==> src/rtl/tcb_argmax_stream.sv <==
`default_nettype none
// ============================================================================
// Module   : tcb_argmax_stream
// Brief    : Streaming argmax over a packed score vector, LANES scores/cycle,
//            with a one-entry pending buffer for back-to-back images.
// Revision : 1.0 - initial release
// ============================================================================
module tcb_argmax_stream #(
    parameter int N_CLASS = 10,
    parameter int SCORE_W = 28,
    parameter int LANES   = 1,
    parameter int SIGNED  = 1,
    parameter int OUT_W   = 32
) (
    input  logic                       clk,
    input  logic                       rst,
    input  logic [N_CLASS*SCORE_W-1:0] layer_out,
    input  logic                       valid,
    output logic [OUT_W-1:0]           predict,
    output logic [SCORE_W-1:0]         max_score,
    output logic                       ready,
    output logic                       full,
    output logic                       overflow
);

    localparam int c_NB     = (N_CLASS + LANES - 1) / LANES;
    localparam int c_IDX_W  = $clog2(N_CLASS);
    localparam int c_BEAT_W = (c_NB > 1) ? $clog2(c_NB) : 1;
    localparam int c_SPAN   = c_NB * LANES;
    localparam int c_BASE_W = $clog2(c_SPAN + 1);
    localparam int c_WORK_W = c_SPAN * SCORE_W;

    localparam logic [c_BEAT_W-1:0] c_LAST_BEAT = c_BEAT_W'(c_NB - 1);
    localparam logic [c_BASE_W-1:0] c_N_CLASS   = c_BASE_W'(N_CLASS);
    localparam logic [c_BASE_W-1:0] c_LANES     = c_BASE_W'(LANES);

    localparam logic [0:0] S_IDLE = 1'b0;
    localparam logic [0:0] S_SCAN = 1'b1;

    logic [0:0]                 r_state;
    logic [0:0]                 w_state_nxt;
    logic [c_BEAT_W-1:0]        r_beat;
    logic [c_BASE_W-1:0]        r_base;
    logic [c_WORK_W-1:0]        r_work;
    logic [N_CLASS*SCORE_W-1:0] r_pend;
    logic                       r_full;
    logic                       r_overflow;
    logic [c_IDX_W-1:0]         r_best_idx;
    logic [SCORE_W-1:0]         r_best_val;
    logic [OUT_W-1:0]           r_predict;
    logic [SCORE_W-1:0]         r_max_score;
    logic                       r_ready;

    logic [c_IDX_W-1:0]         w_best_idx;
    logic [SCORE_W-1:0]         w_best_val;
    logic [c_BASE_W-1:0]        w_lane_idx;
    logic [SCORE_W-1:0]         w_lane_val;
    logic                       w_last;

    function automatic logic f_gt(input logic [SCORE_W-1:0] a, input logic [SCORE_W-1:0] b);
        if (SIGNED != 0) return $signed(a) > $signed(b);
        else             return a > b;
    endfunction

    assign w_last = (r_beat == c_LAST_BEAT);

    always_ff @(posedge clk) begin
        if (rst) r_state <= S_IDLE;
        else     r_state <= w_state_nxt;
    end

    always_comb begin
        w_state_nxt = r_state;
        case (r_state)
            S_IDLE:  if (valid) w_state_nxt = S_SCAN;
            S_SCAN:  if (w_last && !r_full && !valid) w_state_nxt = S_IDLE;
            default: w_state_nxt = S_IDLE;
        endcase
    end

    // The work register is shifted down each beat, so the current lanes
    // always sit in the low slots; r_base tracks their original index.
    always_comb begin
        w_best_idx = (r_beat == '0) ? '0 : r_best_idx;
        w_best_val = (r_beat == '0) ? r_work[SCORE_W-1:0] : r_best_val;
        w_lane_idx = '0;
        w_lane_val = '0;
        for (int l = 0; l < LANES; l++) begin
            w_lane_idx = r_base + c_BASE_W'(l);
            w_lane_val = r_work[l*SCORE_W +: SCORE_W];
            if ((w_lane_idx < c_N_CLASS) && f_gt(w_lane_val, w_best_val)) begin
                w_best_idx = c_IDX_W'(w_lane_idx);
                w_best_val = w_lane_val;
            end
        end
    end

    always_ff @(posedge clk) begin
        if (rst) begin
            r_beat      <= '0;
            r_base      <= '0;
            r_work      <= '0;
            r_pend      <= '0;
            r_full      <= 1'b0;
            r_overflow  <= 1'b0;
            r_best_idx  <= '0;
            r_best_val  <= '0;
            r_predict   <= '0;
            r_max_score <= '0;
            r_ready     <= 1'b0;
        end else begin
            r_ready <= 1'b0;
            case (r_state)
                S_IDLE: begin
                    if (valid) begin
                        r_work <= c_WORK_W'(layer_out);
                        r_beat <= '0;
                        r_base <= '0;
                    end
                end
                S_SCAN: begin
                    if (w_last) begin
                        r_predict   <= OUT_W'(w_best_idx);
                        r_max_score <= w_best_val;
                        r_ready     <= 1'b1;
                        r_beat      <= '0;
                        r_base      <= '0;
                        // Pending image has priority; a simultaneous new one refills pending.
                        if (r_full) begin
                            r_work <= c_WORK_W'(r_pend);
                            if (valid) r_pend <= layer_out;
                            else       r_full <= 1'b0;
                        end else if (valid) begin
                            r_work <= c_WORK_W'(layer_out);
                        end
                    end else begin
                        r_beat     <= r_beat + 1'b1;
                        r_base     <= r_base + c_LANES;
                        r_work     <= r_work >> (LANES * SCORE_W);
                        r_best_idx <= w_best_idx;
                        r_best_val <= w_best_val;
                        if (valid) begin
                            if (!r_full) begin
                                r_pend <= layer_out;
                                r_full <= 1'b1;
                            end else begin
                                r_overflow <= 1'b1;
                            end
                        end
                    end
                end
                default: ;
            endcase
        end
    end

    assign predict   = r_predict;
    assign max_score = r_max_score;
    assign ready     = r_ready;
    assign full      = r_full;
    assign overflow  = r_overflow;

endmodule
`default_nettype wire
==> config.mk <==
export PLATFORM = sky130hd
export DESIGN_NAME = tcb_argmax_stream
export DESIGN_NICKNAME = d
export VERILOG_FILES = /design/src/rtl/tcb_argmax_stream.sv
export SDC_FILE = /design/constraint.sdc
export NUM_CORES = 2
export LEC_CHECK = 0
export BUFFER_PORTS_ARGS = -buffer_cell sky130_fd_sc_hd__buf_2
export CAP_MARGIN = 10
export CORE_MARGIN = 3
export CORE_UTILIZATION = 39
export DETAILED_ROUTE_END_ITERATION = 16
export MAX_ROUTING_LAYER = met4
export SETUP_SLACK_MARGIN = 0.02
export SYNTH_ARGS = -nofsm -noshare
export SYNTH_HDL_FRONTEND = slang
export SYNTH_SLANG_ARGS = --single-unit
==> constraint.sdc <==
create_clock -name clk -period 8.1 [get_ports clk]
set_clock_uncertainty 0.1 [all_clocks]
set_input_delay 1.62 -clock clk [delete_from_list [all_inputs] [get_ports clk]]
set_output_delay 1.62 -clock clk [all_outputs]
set_load 0.02 [all_outputs]
# --- Yosys cells after proc, flatten, opt, wreduce, memory -nomap -nowiden ---
# Cells that the tools add are included.
word_totals:
  register_bits: 636
  inputBits: 283
  output_inout_bits: 63
op_classes:
  bitwise_logic: 2
  muxes: 25
  n_eq_ne: 5
  reduce_logical: 13
  order_cmp: 2
  addsub: 2
ops:
  columns: ["cell", "count"]
  rows:
  - ["280-bit 2-to-1 mux", 8]
  - ["280-bit one-hot mux with 2 select lines", 1]
  - ["28-bit 2-to-1 mux", 2]
  - ["28-bit greater-than comparator", 1]
  - ["4-bit 2-to-1 mux", 5]
  - ["4-bit one-hot mux with 2 select lines", 2]
  - ["4-bit by 1-bit adder with 4-bit output, second input constant", 2]
  - ["1-bit 2-to-1 mux", 6]
  - ["2-bit inequality test, second input constant", 3]
  - ["2-bit AND reduction", 3]
  - ["5-bit AND reduction", 1]
  - ["4-bit equality test, second input constant", 1]
  - ["4-bit logical NOT", 1]
  - ["4-bit < comparator, second input constant", 1]
  - ["4-bit AND reduction", 1]
  - ["1-bit logical AND", 3]
  - ["1-bit logical NOT", 2]
  - ["2-bit by 1-bit inequality test with 1-bit output, second input constant", 1]
  - ["1-bit NOT", 2]
  - ["1-bit one-hot mux with 2 select lines", 1]
  - ["2-bit nonzero test", 1]
  - ["2-bit OR reduction", 1]

# --- Longest topological paths before layout ---
logic_depth:
  ltp_word: 5
  ltp_mapped: 16

# --- Worst setup path before layout ---
# Ideal clock, no wire load.
synth_timing:
  kind: "flip-flop to flip-flop"
  start: "register r_beat[0]"
  end: "register r_best_idx[0]"
  setup_ps: 69
  arrival_time_ps: 3823
  stages_incl_launch_ff: 16
  path_buffers: 2
  path_slack_ps: 4108
  path_cell_list: "dfxtp_1 > inv_1 > ha_1 > nor3b_1 > clkbuf_1 > mux2i_1 > ha_1 > a21oi_1 > o21ai_1 > a221o_1 > a2111oi_2 > and4b_1 > nor2_2 > buf_6 > or4b_1 > o21ai_1"
synth_via:
  elab_chain_len: 5
  elab_cells_between_ends: 9
synth_rtl:
  columns: ["element", "line_no", "rtl"]
  rows:
  - ["start, declared", "42", "logic [c_BEAT_W-1:0] r_beat;"]
  - ["start signal, assigned", "137", "r_beat <= r_beat + 1'b1;"]
  - ["4-bit logical NOT", "84, 85", null]
  - ["28-bit 2-to-1 mux", "85", "w_best_val = (r_beat == '0) ? r_work[SCORE_W-1:0] : r_best_val;"]
  - ["28-bit greater-than comparator", "61", "if (SIGNED != 0) return $signed(a) > $signed(b);"]
  - ["1-bit logical AND", "91", "if ((w_lane_idx < c_N_CLASS) && f_gt(w_lane_val, w_best_val)) begin"]
  - ["4-bit 2-to-1 mux", "91", null]
  - ["end signal, assigned", "140", "r_best_idx <= w_best_idx;"]
  - ["end, declared", "48", "logic [c_IDX_W-1:0] r_best_idx;"]
# Parallel ways exist; a longest one is shown, timed or not.
# A chain may end at the register's enable or synchronous reset.

# --- Worst setup path in the final report ---
layout_timing:
  start: "register r_beat[0]"
  end: "register r_best_val[0]"
layout_via:
  elab_chain_len: 5
  elab_cells_between_ends: 8
layout_rtl:
  columns: ["element", "line_no", "rtl"]
  rows:
  - ["4-bit logical NOT", "85", null]
  - ["28-bit 2-to-1 mux", "85", null]
  - ["28-bit greater-than comparator", "61", null]
  - ["1-bit logical AND", "91", null]
  - ["28-bit 2-to-1 mux", "91", null]
  - ["end signal, assigned", "141", "r_best_val <= w_best_val;"]
  - ["end, declared", "49", "logic [SCORE_W-1:0] r_best_val;"]
# Parallel ways exist; a longest one is shown, timed or not.

==> run summary <==
Post-DR vias/cell: 5.577
1st-iter DRT viols: 3360
Core Area: 68950 sq um
Slowest-stage cell, CP: a21oi_4
All-layer global routing usage: 0.2256
Post-CTS setup buffers: 0
Syn Inst Count: 2988
Worst setup EP type: flip-flop
First-pass GRT wire length: 127.2 mm
Yosys cell types: 47
Leakage: 11.99 nW
# fillers: 6744
Final Net Count: 3442
Initial antenna violation count: 19
Unrepaired setup endpoints after global routing: false
Status: complete, no violations
Starting Density: 0.3951
Worst Path Max Fanout: 33
Post-Syn Area: 27240 sq um
Clock latency on the worst-skew pair: 0.61 ns
Arr. time, crit path: 4.99 ns
Placed instance area: 29120 sq um
Fraction of layout cells with a size suffix above 1: 0.2336
Class of the worst hold path: flip-flop to flip-flop
TritonCTS Buffers: 72
Clock Path Buffers: 3
Number of global-route vias before repair: 20810
Number of synthesized register bits: 636
Slew margin rel.: 0.1600
Final period util: 0.5637
Pin count of the biggest net entering global routing: 234
Tmin final: 4.566 ns
Max Slew Vio Count: 0
CP max stage delay: 0.63 ns
Via count: 23010
Final setup viols: 0
Clk sinks: 636
GRT overflow: 0
Yosys warning total: 0
Die height: 270.3 um
Max VDD drop: 0.1750 mV
DRC violation count after routing: 0
Worst-path cell chain: inv_1 -> ha_1 -> nor3b_2 -> buf_4 -> mux2i_1 -> ha_1 -> a21oi_1 -> o21ai_1 -> a221o_1 -> a2111oi_2 -> and4b_1 -> nor2_4 -> a21oi_4 -> buf_4 -> mux2i_1
CTS tree: done
Post-Layout Cell Count: 4126
Die Wd: 270.3 um
WL/cell: 20.55 um
CTS H-Tree Depth: 3
Post-DP HPWL: 52.48 mm
IO Port Bufs: 317
CTS resizes: 0
Final WL: 84.79 mm
Sum Neg Setup Slack: 0 ns
Syn_area_per_cell: 9.116 sq um
Synth-to-Final Area Change: 15.62%
Clock transition at path regs: 0.06 ns
Commonest non-fill, non-tap cell in the layout: dfxtp_1
Row cnt: 96
Register area share after synthesis: 0.4674
CTS Hold Bufs: 0
WHS: 0.3519 ns
WS Path Type: flip-flop to flip-flop
Pwr per Cell Area: 237.4 nW/um^2
Placed insts: 3983
Post-route cell area: 31490 sq um
CTS Root Cell: clkbuf_16
GP Congestion: 0.7995
Max_cap viols: 0
Worst Tran Pin Value: 1.260 ns
IO Count: 346
Final Hold Vio Count: 0
Drt pass-1 iters: 9
Final ANT Viol Nets: 0
Crit path launch type: flip-flop
Die ar.: 73050 sq um
Fmax achieved: 0.2190 GHz
Data required, critical path: 8.52 ns
Final core occ: 0.4568
Commonest non-fill, non-tap cells in the layout: dfxtp_1 (636), nand2_1 (569), buf_2 (315)
-- worst paths after layout --
path / from / cells past startpoint / endpoint / slack (ns)
setup / recovery: r_beat[0] / 15 / r_best_val[0] / 3.53
hold / removal: r_pend[235] / 2 / r_pend[235] / 0.35
setup reg to reg: r_beat[0] / 15 / r_best_val[0] / 3.53
hold reg to reg: r_pend[235] / 2 / r_pend[235] / 0.35
-- cell usage after synthesis, drive strengths merged --
cell	count	area, sq um
dfxtp	636	12730
nand2	569	2136
nor2	304	1144
a21oi	302	1523
mux2	280	3153
clkbuf	267	1002
a222oi	252	2522
nand2b	60	375.4
mux2i	59	590.6
nand3b	58	435.4
buf	41	291.5
ha	33	412.9
a22oi	28	210.2
o311ai	28	245.2
o21ai	11	55.05
inv	8	30.03
nand3	7	35.03
nor2b	7	43.79
a211oi	4	30.03
or4b	4	40.04
a21o	3	22.52
a31oi	3	18.77
nand4	3	18.77
nor3b	3	22.52
and4	2	17.52
nor3	2	10.01
o211ai	2	15.01
a2111oi	1	15.01
a221o	1	10.01
a41oi	1	8.760
and4b	1	10.01
conb	1	3.750
nor4	1	6.260
nor4bb	1	10.01
o211a	1	10.01
o21a	1	7.510
o32a	1	10.01
o41ai	1	8.760
or3	1	6.260
-- state kept, by name (all words and copies together) (netlist names) --
name / count
r_beat: 4
r_best_idx: 4
ready: 1
r_state: 1
max_score: 28
r_pend: 280
r_best_val: 28
full: 1
overflow: 1
r_work: 280
predict: 4
r_base: 4
-- metal layers --
layer,global-route usage,share of wire,up-vias
met5,-,0,-
met4,0.06601,0.025,0
met3,0.04770,0.077,104
met2,0.3523,0.48,790
met1,0.2951,0.42,11040
li1,-,-,11080
-- power by group --
part / switching (mW) / internal [mW]
Clock: 1.31 / 1.91
Sequential: 0.120 / 3.28
Combinational: 0.490 / 0.362
Total: 1.92 / 5.56
-- worst max-delay path: cells and delay by family (launching register included) --
kind,cells,cell delay (ns)
AO/OA/AOI/OAI,5,1.60
buffers and inverters,3,0.96
multiplexers,2,0.51
AND/OR/NAND/NOR,3,0.48
adder cells (fa/ha/maj),2,0.41
flip-flops,1,0.37
-- logic make-up after synthesis --
kind of cell,synth area share
simple gates,0.1582
compound gates,0.1730
flops,0.4674
mux,0.1374
buf+inv,0.04860
fa+ha+maj,0.01516
other cells,0.0001377
-- through the flow --
step           worst slack (ns)  total power, mW
5_1_grt                   3.115            7.776
4_1_cts                   3.508            7.549
3_3_place_gp              3.573            4.313
2_1_floorplan             4.108            4.036
3_5_place_dp              3.539            4.316
6_report                  3.534            7.476
-- final cells by class --
class | count | area (sq um) | share of cell area
Clock buffer | 105 | 2128 | 0.06758
Tap cell | 931 | 1165 | 0.03699
Timing Repair Buffer | 345 | 1867 | 0.05928
Multi-Input combinational cell | 2063 | 13330 | 0.4232
Sequential cell | 636 | 12730 | 0.4043
Clock inverter | 19 | 195.2 | 0.006198
Inverter | 8 | 30.03 | 0.0009535
Antenna cell | 19 | 47.55 | 0.001510
Note: power is estimated with default switching activity, not from simulation.
